==> src/rtl/fft4_add_scheduler_if.sv <==
// rtl/fft4_add_scheduler_if.sv - operand/result bus between the DFT sequencer and its shared FN adder
interface fft4_add_scheduler_if #(
  parameter int FW = 6
);
  logic [FW-1:0] add_a_o;
  logic [FW-1:0] add_b_o;
  logic          add_sub_o;
  logic          add_vld_o;
  logic [FW-1:0] add_res_i;
  logic [4:0]    add_exc_i;

  modport master (
    output add_a_o, add_b_o, add_sub_o, add_vld_o,
    input  add_res_i, add_exc_i
  );

  modport slave (
    input  add_a_o, add_b_o, add_sub_o, add_vld_o,
    output add_res_i, add_exc_i
  );
endinterface

==> src/rtl/fft4_add_scheduler.sv <==
// rtl/fft4_add_scheduler.sv - 4-point DFT sequencer time-sharing one FN add/sub unit
// Optional flag accumulation enabled by defining FFT4_SCHED_EXC_EN.
module fft4_add_scheduler #(
  parameter int FW      = 6,
  parameter int ADD_LAT = 1
) (
  input  logic                clk,
  input  logic                rstn,
  input  logic                start,
  input  logic [8*FW-1:0]     x_i,
  output logic [8*FW-1:0]     y_o,
  output logic                busy,
  output logic                done,
  output logic [4:0]          exc_o,
  fft4_add_scheduler_if.master add
);
  typedef enum logic [2:0] {IDLE, S1, DRAIN1, S2, DRAIN2, DONE} state_t;

  localparam logic [2:0] DRAIN_LAST = (ADD_LAT == 0) ? 3'd0 : 3'(ADD_LAT - 1);

  state_t        state, state_nxt;
  logic [2:0]    k;
  logic [2:0]    dcnt;
  logic [FW-1:0] xin [8];
  logic [FW-1:0] s1r [8];
  logic [FW-1:0] xr  [8];

  logic          accept;
  logic          issue;
  logic          stage2;
  logic [2:0]    ia, ib;
  logic          sub_sel;
  logic [FW-1:0] op_a, op_b;

  logic          wb_vld;
  logic          wb_stage2;
  logic [2:0]    wb_k;
  logic [2:0]    wb_xd;
  logic [8*FW-1:0] y_nxt;

  assign accept = start && ((state == IDLE) || (state == DONE));
  assign issue  = (state == S1) || (state == S2);
  assign stage2 = (state == S2);
  assign busy   = (state != IDLE) && (state != DONE);
  assign done   = (state == DONE);

  always_comb begin
    state_nxt = state;
    case (state)
      IDLE:    if (start) state_nxt = S1;
      S1:      if (k == 3'd7) state_nxt = (ADD_LAT == 0) ? S2 : DRAIN1;
      DRAIN1:  if (dcnt == DRAIN_LAST) state_nxt = S2;
      S2:      if (k == 3'd7) state_nxt = (ADD_LAT == 0) ? DONE : DRAIN2;
      DRAIN2:  if (dcnt == DRAIN_LAST) state_nxt = DONE;
      DONE:    state_nxt = start ? S1 : IDLE;
      default: state_nxt = IDLE;
    endcase
  end

  // Storage indices: x/s words are {re,im} pairs; s holds a,b,c,d in that order.
  always_comb begin
    ia      = {1'b0, k[2], k[0]};
    ib      = {1'b1, k[2], k[0]};
    sub_sel = k[1];
    if (stage2) begin
      case (k)
        3'd0: begin ia = 3'd0; ib = 3'd4; sub_sel = 1'b0; end
        3'd1: begin ia = 3'd1; ib = 3'd5; sub_sel = 1'b0; end
        3'd2: begin ia = 3'd0; ib = 3'd4; sub_sel = 1'b1; end
        3'd3: begin ia = 3'd1; ib = 3'd5; sub_sel = 1'b1; end
        3'd4: begin ia = 3'd2; ib = 3'd7; sub_sel = 1'b0; end
        3'd5: begin ia = 3'd3; ib = 3'd6; sub_sel = 1'b1; end
        3'd6: begin ia = 3'd2; ib = 3'd7; sub_sel = 1'b1; end
        default: begin ia = 3'd3; ib = 3'd6; sub_sel = 1'b0; end
      endcase
    end
  end

  always_comb begin
    op_a = '0;
    op_b = '0;
    if (issue) begin
      op_a = stage2 ? s1r[ia] : xin[ia];
      op_b = stage2 ? s1r[ib] : xin[ib];
    end
  end

  assign add.add_a_o   = op_a;
  assign add.add_b_o   = op_b;
  assign add.add_sub_o = issue && sub_sel;
  assign add.add_vld_o = issue;

  generate
    if (ADD_LAT == 0) begin : g_wb_comb
      assign wb_vld    = issue;
      assign wb_stage2 = stage2;
      assign wb_k      = k;
    end else begin : g_wb_pipe
      logic [ADD_LAT-1:0] pv;
      logic [ADD_LAT-1:0] ps;
      logic [2:0]         pk [ADD_LAT];

      always_ff @(posedge clk or negedge rstn) begin
        if (!rstn) begin
          pv <= '0;
          ps <= '0;
          for (int i = 0; i < ADD_LAT; i++) pk[i] <= 3'd0;
        end else begin
          pv[0] <= issue;
          ps[0] <= stage2;
          pk[0] <= k;
          for (int i = 1; i < ADD_LAT; i++) begin
            pv[i] <= pv[i-1];
            ps[i] <= ps[i-1];
            pk[i] <= pk[i-1];
          end
        end
      end

      assign wb_vld    = pv[ADD_LAT-1];
      assign wb_stage2 = ps[ADD_LAT-1];
      assign wb_k      = pk[ADD_LAT-1];
    end
  endgenerate

  // Stage-2 op k lands in X slot {k1,k2,k0}: X0,X0,X2,X2,X1,X1,X3,X3.
  assign wb_xd = {wb_k[1], wb_k[2], wb_k[0]};

  // The last writeback shares the edge that enters DONE, so merge it here.
  always_comb begin
    for (int i = 0; i < 8; i++) y_nxt[i*FW +: FW] = xr[i];
    if (wb_vld && wb_stage2) y_nxt[int'(wb_xd)*FW +: FW] = add.add_res_i;
  end

  always_ff @(posedge clk or negedge rstn) begin
    if (!rstn) begin
      state <= IDLE;
      k     <= 3'd0;
      dcnt  <= 3'd0;
      y_o   <= '0;
      for (int i = 0; i < 8; i++) begin
        xin[i] <= '0;
        s1r[i] <= '0;
        xr[i]  <= '0;
      end
    end else begin
      state <= state_nxt;
      k     <= issue ? k + 3'd1 : 3'd0;
      dcnt  <= ((state == DRAIN1) || (state == DRAIN2)) ? dcnt + 3'd1 : 3'd0;
      if (accept) begin
        for (int i = 0; i < 8; i++) xin[i] <= x_i[i*FW +: FW];
      end
      if (wb_vld && !wb_stage2) s1r[wb_k] <= add.add_res_i;
      if (wb_vld && wb_stage2)  xr[wb_xd] <= add.add_res_i;
      if (state_nxt == DONE)    y_o <= y_nxt;
    end
  end

`ifdef FFT4_SCHED_EXC_EN
  logic [4:0] acc;
  logic [4:0] acc_nxt;

  assign acc_nxt = acc | (wb_vld ? add.add_exc_i : 5'd0);

  always_ff @(posedge clk or negedge rstn) begin
    if (!rstn) begin
      acc   <= 5'd0;
      exc_o <= 5'd0;
    end else begin
      acc <= accept ? 5'd0 : acc_nxt;
      if (state_nxt == DONE) exc_o <= acc_nxt;
    end
  end
`else
  logic [4:0] exc_unused;
  assign exc_unused = add.add_exc_i;
  assign exc_o      = 5'd0;
`endif
endmodule
==> src/flat_wrapper.sv <==
// flat-port wrapper written by rule: the top's interface ports become plain ports
module fft4_add_scheduler_flat 
#(
  parameter int FW      = 6,
  parameter int ADD_LAT = 1
)
  (clk, rstn, start, x_i, y_o, busy, done, exc_o, add_add_a_o, add_add_b_o, add_add_sub_o, add_add_vld_o, add_add_res_i, add_add_exc_i);
  fft4_add_scheduler_if #(.FW(FW)) add_i ();
  input  logic clk;
  input  logic rstn;
  input  logic start;
  input  logic [8*FW-1:0] x_i;
  output logic [8*FW-1:0] y_o;
  output logic busy;
  output logic done;
  output logic [4:0] exc_o;
  output wire logic [$bits(add_i.add_a_o)-1:0] add_add_a_o;
  output wire logic [$bits(add_i.add_b_o)-1:0] add_add_b_o;
  output wire logic [$bits(add_i.add_sub_o)-1:0] add_add_sub_o;
  output wire logic [$bits(add_i.add_vld_o)-1:0] add_add_vld_o;
  input wire logic [$bits(add_i.add_res_i)-1:0] add_add_res_i;
  input wire logic [$bits(add_i.add_exc_i)-1:0] add_add_exc_i;
  assign add_add_a_o = add_i.add_a_o;
  assign add_add_b_o = add_i.add_b_o;
  assign add_add_sub_o = add_i.add_sub_o;
  assign add_add_vld_o = add_i.add_vld_o;
  assign add_i.add_res_i = add_add_res_i;
  assign add_i.add_exc_i = add_add_exc_i;
  fft4_add_scheduler #(.FW(FW), .ADD_LAT(ADD_LAT)) u_core (.clk(clk), .rstn(rstn), .start(start), .x_i(x_i), .y_o(y_o), .busy(busy), .done(done), .exc_o(exc_o), .add(add_i));
endmodule
==> config.mk <==
export PLATFORM = sky130hd
export DESIGN_NAME = fft4_add_scheduler_flat
export DESIGN_NICKNAME = d
export VERILOG_FILES = /design/src/rtl/fft4_add_scheduler_if.sv /design/src/rtl/fft4_add_scheduler.sv /design/src/flat_wrapper.sv
export SDC_FILE = /design/constraint.sdc
export NUM_CORES = 1
export LEC_CHECK = 0
export BUFFER_PORTS_ARGS = -buffer_cell sky130_fd_sc_hd__buf_2
export CAP_MARGIN = 20
export CORE_UTILIZATION = 43
export DETAILED_ROUTE_END_ITERATION = 16
export GPL_ROUTABILITY_DRIVEN = 0
export GPL_TIMING_DRIVEN = 0
export PLACE_DENSITY_LB_ADDON = 0.12
export SYNTH_ARGS = -nofsm -noshare
export SYNTH_HDL_FRONTEND = slang
export SYNTH_SLANG_ARGS = --single-unit
==> constraint.sdc <==
create_clock -name clk -period 10.9 [get_ports clk]
set_clock_uncertainty 0.05 [all_clocks]
set_input_delay 2.18 -clock clk [delete_from_list [all_inputs] [get_ports clk]]
set_output_delay 2.18 -clock clk [all_outputs]
set_load 0.01 [all_outputs]
After elaboration in Yosys (flattened, before gate mapping)
Cells that the tools add are included.
Storage, ports and cells
  flip-flop bits (word level): 206
  input port bits: 62
  output and inout bits: 69
  word-level logic and storage cells: 119
Operators by class
  add/subtract/negate cells: 3
  multipliers: 1
  magnitude comparators: 6
  equal/unequal tests: 14
  shift operators: 2
  muxes and demuxes: 39
  bitwise operators: 4
  reductions and logical operators: 19
Operators by type and width (number)
  $bwmux 48: 3
  $mux 6: 14
  $bmux 6 s3: 4
  $mux 48: 1
  $shift 6x33->48 const A: 1
  $shiftx 6x33->48: 1
  $demux 6 s3: 2
  $neg 32->33: 1
  $mux 3: 9
  $eq 3x3->1 const B: 7
  $pmux 3 s6: 1
  $ge 4x4->1 const B: 4
  $not 3->4: 4
  $eq 3x2->1 const B: 4
  $pmux 2 s3: 2
  $logic_not 3->1: 3
  $lt 4x1->1 const B: 2
  $logic_and 1x1->1: 7
  $add 3x1->3 const B: 2
  $eq 3x1->1 const B: 2
  $reduce_or 2->1: 3
  $mul 3x2->5 const B: 1
  $reduce_or 4->1: 1
  $logic_or 1x1->1: 3
  other kinds (4): 6

Logic depth before layout (Yosys ltp)
  depth in word-level cells: 10
  mapped depth: 15
  depth with buffers taken out: 12

Worst setup path after synthesis
Ideal clock, no wire load.
  kind: register to output
  start: register u_core.state[2]
  end: output port add_add_a_o[0]
  arrival: 2024 ps
  data required time: 8670 ps
  setup slack: 6646 ps
  cell stages (with the launch flop): 11
  path buffers: 4
  cell sequence: dfrtp_1 -> buf_4 -> and3b_1 -> buf_6 -> nor2_4 -> a21o_1 -> buf_6 -> buf_12 -> mux2i_1 -> mux4_2 -> nor2_1
On the way
  longest elaborated chain between the ends: 8
  elaborated cells between the ends (all ways): 13
  those cells by class: eq/ne: 2; mux: 9; bitwise: 1; reduce/logical: 1
RTL lines
  from (decl): line fft4_add_scheduler.sv:21  | state_t state, state_nxt;
  from (signal assigned): line fft4_add_scheduler.sv:147  | state <= state_nxt;
  $eq 3x2->1 *: line fft4_add_scheduler.sv:43  | assign stage2 = (state == S2);
  named net u_core.stage2: line fft4_add_scheduler.sv:30  | logic stage2;
  $mux 3: line fft4_add_scheduler.sv:65  | if (stage2) begin
  $not 3->4 (implied by the code): line fft4_add_scheduler.sv:83  | op_a = stage2 ? s1r[ia] : xin[ia];
  $bmux 6 s3: line fft4_add_scheduler.sv:83
  $mux 6 (implied by the code) (2 in series): line fft4_add_scheduler.sv:83
  $mux 6: line fft4_add_scheduler.sv:83
  $mux 6 *: line fft4_add_scheduler.sv:82  | if (issue) begin
  to (decl): line flat_wrapper.sv:17  | output wire logic [$bits(add_i.add_a_o)-1:0] add_add_a_o;
The timed path passes the listed nets; every way through them passes the cells marked *. The select of a mux whose other input is x is not followed.

Worst setup path after layout
  start: register u_core.k[0]
  end: output port add_add_b_o[3]
On the way
  longest elaborated chain between the ends: 10
  elaborated cells between the ends (all ways): 20
  those cells by class: eq/ne: 5; mux: 10; bitwise: 1; reduce/logical: 4
RTL lines
  from (decl): line fft4_add_scheduler.sv:22  | logic [2:0] k;
  from (signal assigned): line fft4_add_scheduler.sv:148  | k <= issue ? k + 3'd1 : 3'd0;
  $eq 3x3->1, or another cell as far along: line fft4_add_scheduler.sv:66  | case (k)
  $reduce_or 2->1 (no line)
  $pmux 2 s3: line fft4_add_scheduler.sv:66
  $mux 3 *: line fft4_add_scheduler.sv:65
  $not 3->4 (implied by the code) *: line fft4_add_scheduler.sv:84  | op_b = stage2 ? s1r[ib] : xin[ib];
  $bmux 6 s3: line fft4_add_scheduler.sv:84
  $mux 6 (implied by the code) (2 in series): line fft4_add_scheduler.sv:84
  $mux 6 *: line fft4_add_scheduler.sv:84
  $mux 6 *: line fft4_add_scheduler.sv:82
  to (decl): line flat_wrapper.sv:18  | output wire logic [$bits(add_i.add_b_o)-1:0] add_add_b_o;
Mark *: on every way between the ends. The rest lies on a longest branch, timed or not. The select of a mux whose other input is x is not followed.

==> reports/results.tsv <==
metric	value	unit
pwr-share-seq	33.0	%
grt_max_degree	105	
die_height	159	um
cts_buffer_depth	3	
core	23800	sq um
synth-seq-cells	206	
p_clk_share	19.2	%
layout_common_cells	206 x dfrtp_1, 131 x buf_2, 109 x mux2_2, 84 x nand2_1, 70 x mux2i_1	
m1WireLength	12500	um
fmax	0.198	GHz
p_comb_share	47.8	%
relSlewSlack	42.4	%
worst_setup_path_start_kind	flop	
clock_latency	500	ps
drt-total-wl	27600	um
cts_tree	done	
post_drt_wl_per_cell	20.0	um
cp_max_fo	10	
drtIter0Drc	434	
cp_data_required_time	8670	ps
rsz0062_at_grt	false	
dr_total_vias	7567	
h-tree-depth	1	
status	completed	
finalSetupViolations	0	
final_common_cell	dfrtp_1	
ys_seq_area_share	48.9	%
ctsRootBufferMaster	clkbuf_16	
n_antenna_cell	0	
die_w	159	um
wl_met3	1540	um
leakage	5.52	nW
cp.arrival	2830	ps
intPower	2.43	mW
hold_viol	0	
path_cells	inv_1 -> ha_1 -> o21ai_2 -> o21a_1 -> buf_4 -> buf_6 -> mux2i_1 -> mux4_2 -> nor2_1 -> buf_2	
dr.pass1.iters	5	
hold_buffers	0	
ys_types	74	
syn_avg_cell_area	11.7	sq um
tns	0	ps
pre_cts_slack	6330	ps
critPathMaxStageDelay	540	ps
antenna_found_initial	0	
syn_area	10500	sq um
fin_ws	5840	ps
power.switching	1.50	mW
viasPerCell	5.47	
area_growth	16.9	%
register_area	5150	sq um
grt_pass1_wl	43700	um
ios	131	
grt_usage	23.1	%
dp_hpwl	19800	um
fin_nets	1134	
drive_gt1_share	30.5	%
min_period	5060	ps
start_util	44.3	%
cts_num_sinks	206	
maxSlewViolCount	0	
grt_overflow	0	
endpoint_kind	output port	
ant_nets	0	
rows	56	
grt_pass1_vias	7612	
cts_resized	0	
port_buffers	119	
swShare	38.2	%
crit_slowest_cell	dfrtp_1	
cap_violations	0	
hold_class	reg -> reg	
num-fill-cells	2137	
met2_length	12300	um
vdd_ir_drop_max	0.000155	V
finalCritPeriodShare	46.4	%
numCtsBuffers	23	
drcViolationCount	0	
path_class	reg -> out	
powerDensity	319	nW/um^2
dieArea	25100	sq um
path_clk_slew	60	ps
multi_input_area	4950	sq um
netlist_instances	902	
worst_pin_slew	864	ps
dr.max_layer_used	met4	
synth_warnings	0	
synth_ff_type	dfrtp_1	
synthArstFlopShare	100	%
cts_setup_buffers	0	
synth_edf_count	0	
## cells in the mapped netlist (all sizes together), types with 3 or more instances
cell    count  area share [%]
dfrtp     206              49
mux2      136              15
nand2      84             3.0
mux2i      70             6.7
nor2       59             2.2
o21ai      49             2.4
buf        34             2.5
clkbuf     32             1.1
nand3      20            0.95
ha         19             2.3
a221o      16             1.5
inv        14            0.50
mux4       12             2.6
nor3       12            0.67
a21oi      11            0.56
nand2b     10            0.59
and2        9            0.53
o211ai      9            0.64
a32oi       7            0.58
nor2b       7            0.42
nor3b       7            0.65
a22oi       6            0.43
o22ai       6            0.42
a211oi      5            0.40
a31oi       5            0.30
and3        5            0.30
a21o        4            0.29
nand4       4            0.24
xnor2       4            0.48
xor2        4            0.51
and4        3            0.25
nor4        3            0.18
or2         3            0.18
or3         3            0.18
## final timing paths
path                                         from              to  slack (ps)  cells after the start
setup / recovery                      u_core.k[0]  add_add_b_o[3]        5840                     10
hold / removal                     u_core.dcnt[0]  u_core.dcnt[0]         410                      1
setup reg to reg           u_core.g_wb_pipe.pk[1]  u_core.y_o[23]        6320                     14
hold reg to reg                    u_core.dcnt[0]  u_core.dcnt[0]         410                      1
max in group asynchronous                    rstn  u_core.y_o[16]        8180                      2
min in group asynchronous                    rstn  u_core.xin[28]        1640                      1
## sequential cells by signal (all words and copies together), names as in the netlist
| signal | cells |
|---|---|
| u_core.s1r | 48 |
| u_core.g_wb_pipe.ps | 1 |
| u_core.state | 3 |
| u_core.y_o | 48 |
| u_core.k | 3 |
| u_core.xr | 48 |
| u_core.dcnt | 3 |
| u_core.xin | 48 |
| u_core.g_wb_pipe.pk | 3 |
| u_core.g_wb_pipe.pv | 1 |
## layout make-up
class | count | area share, %
sequential | 206 | 41.9
multi-input combinational | 619 | 40.2
clock buffer | 36 | 5.64
timing repair buffer | 121 | 5.20
tap | 319 | 3.24
buffer | 66 | 3.13
inverter | 15 | 0.457
clock inverter | 1 | 0.244
## kinds of logic (layout without fill, tap and decap cells)
family                   Yosys count  in the layout  synth area share [%]
XOR/XNOR                           8              8                 0.986
AO/OA/AOI/OAI                    132            132                  8.73
adder cells (fa/ha/maj)           20             20                  2.45
AND/OR/NAND/NOR                  236            236                  10.9
flip-flops                       206            206                  48.9
other                              1              5                0.0356
multiplexers                     218            218                  23.8
buffers and inverters             81            239                  4.19
## routing by layer
layer	vias to the layer above	GRT usage, %
li1	3538	-
met1	3692	31.7
met2	262	36.4
met3	75	3.32
met4	0	10.0
met5	-	0
## power groups by stage
stage,combinational [mW],clock [mW],sequential (mW)
2_1_floorplan,1.36,0,1.28
3_3_place_gp,1.86,0,1.30
3_5_place_dp,1.88,0,1.31
4_1_cts,1.89,0.773,1.30
5_1_grt,2.05,0.801,1.34
6_report,1.88,0.753,1.30
## per-stage QoR
| step | area [sq um] | std cells | total power [mW] | hold WS [ps] | util [%] |
|---|---|---|---|---|---|
| 6_report | 12300 | 1383 | 3.93 | 410 | 51.8 |
| 2_1_floorplan | 10500 | 906 | 2.64 | 365 | - |
| 3_5_place_dp | 11600 | 1345 | 3.19 | 403 | 48.8 |
| 3_3_place_gp | 11500 | 1344 | 3.16 | 400 | 48.6 |
| 4_1_cts | 12300 | 1382 | 3.96 | 416 | 51.8 |
| 5_1_grt | 12300 | 1383 | 4.20 | 424 | 51.8 |
## worst max-delay path, delay by kind of cell (launching register included)
family          cells  cell delay (ps)
buf+inv             4              590
simple gates        1              140
mux                 2              560
compound gates      2              260
flops               1              540
fa+ha+maj           1              230
(Power assumes the default switching activity.)
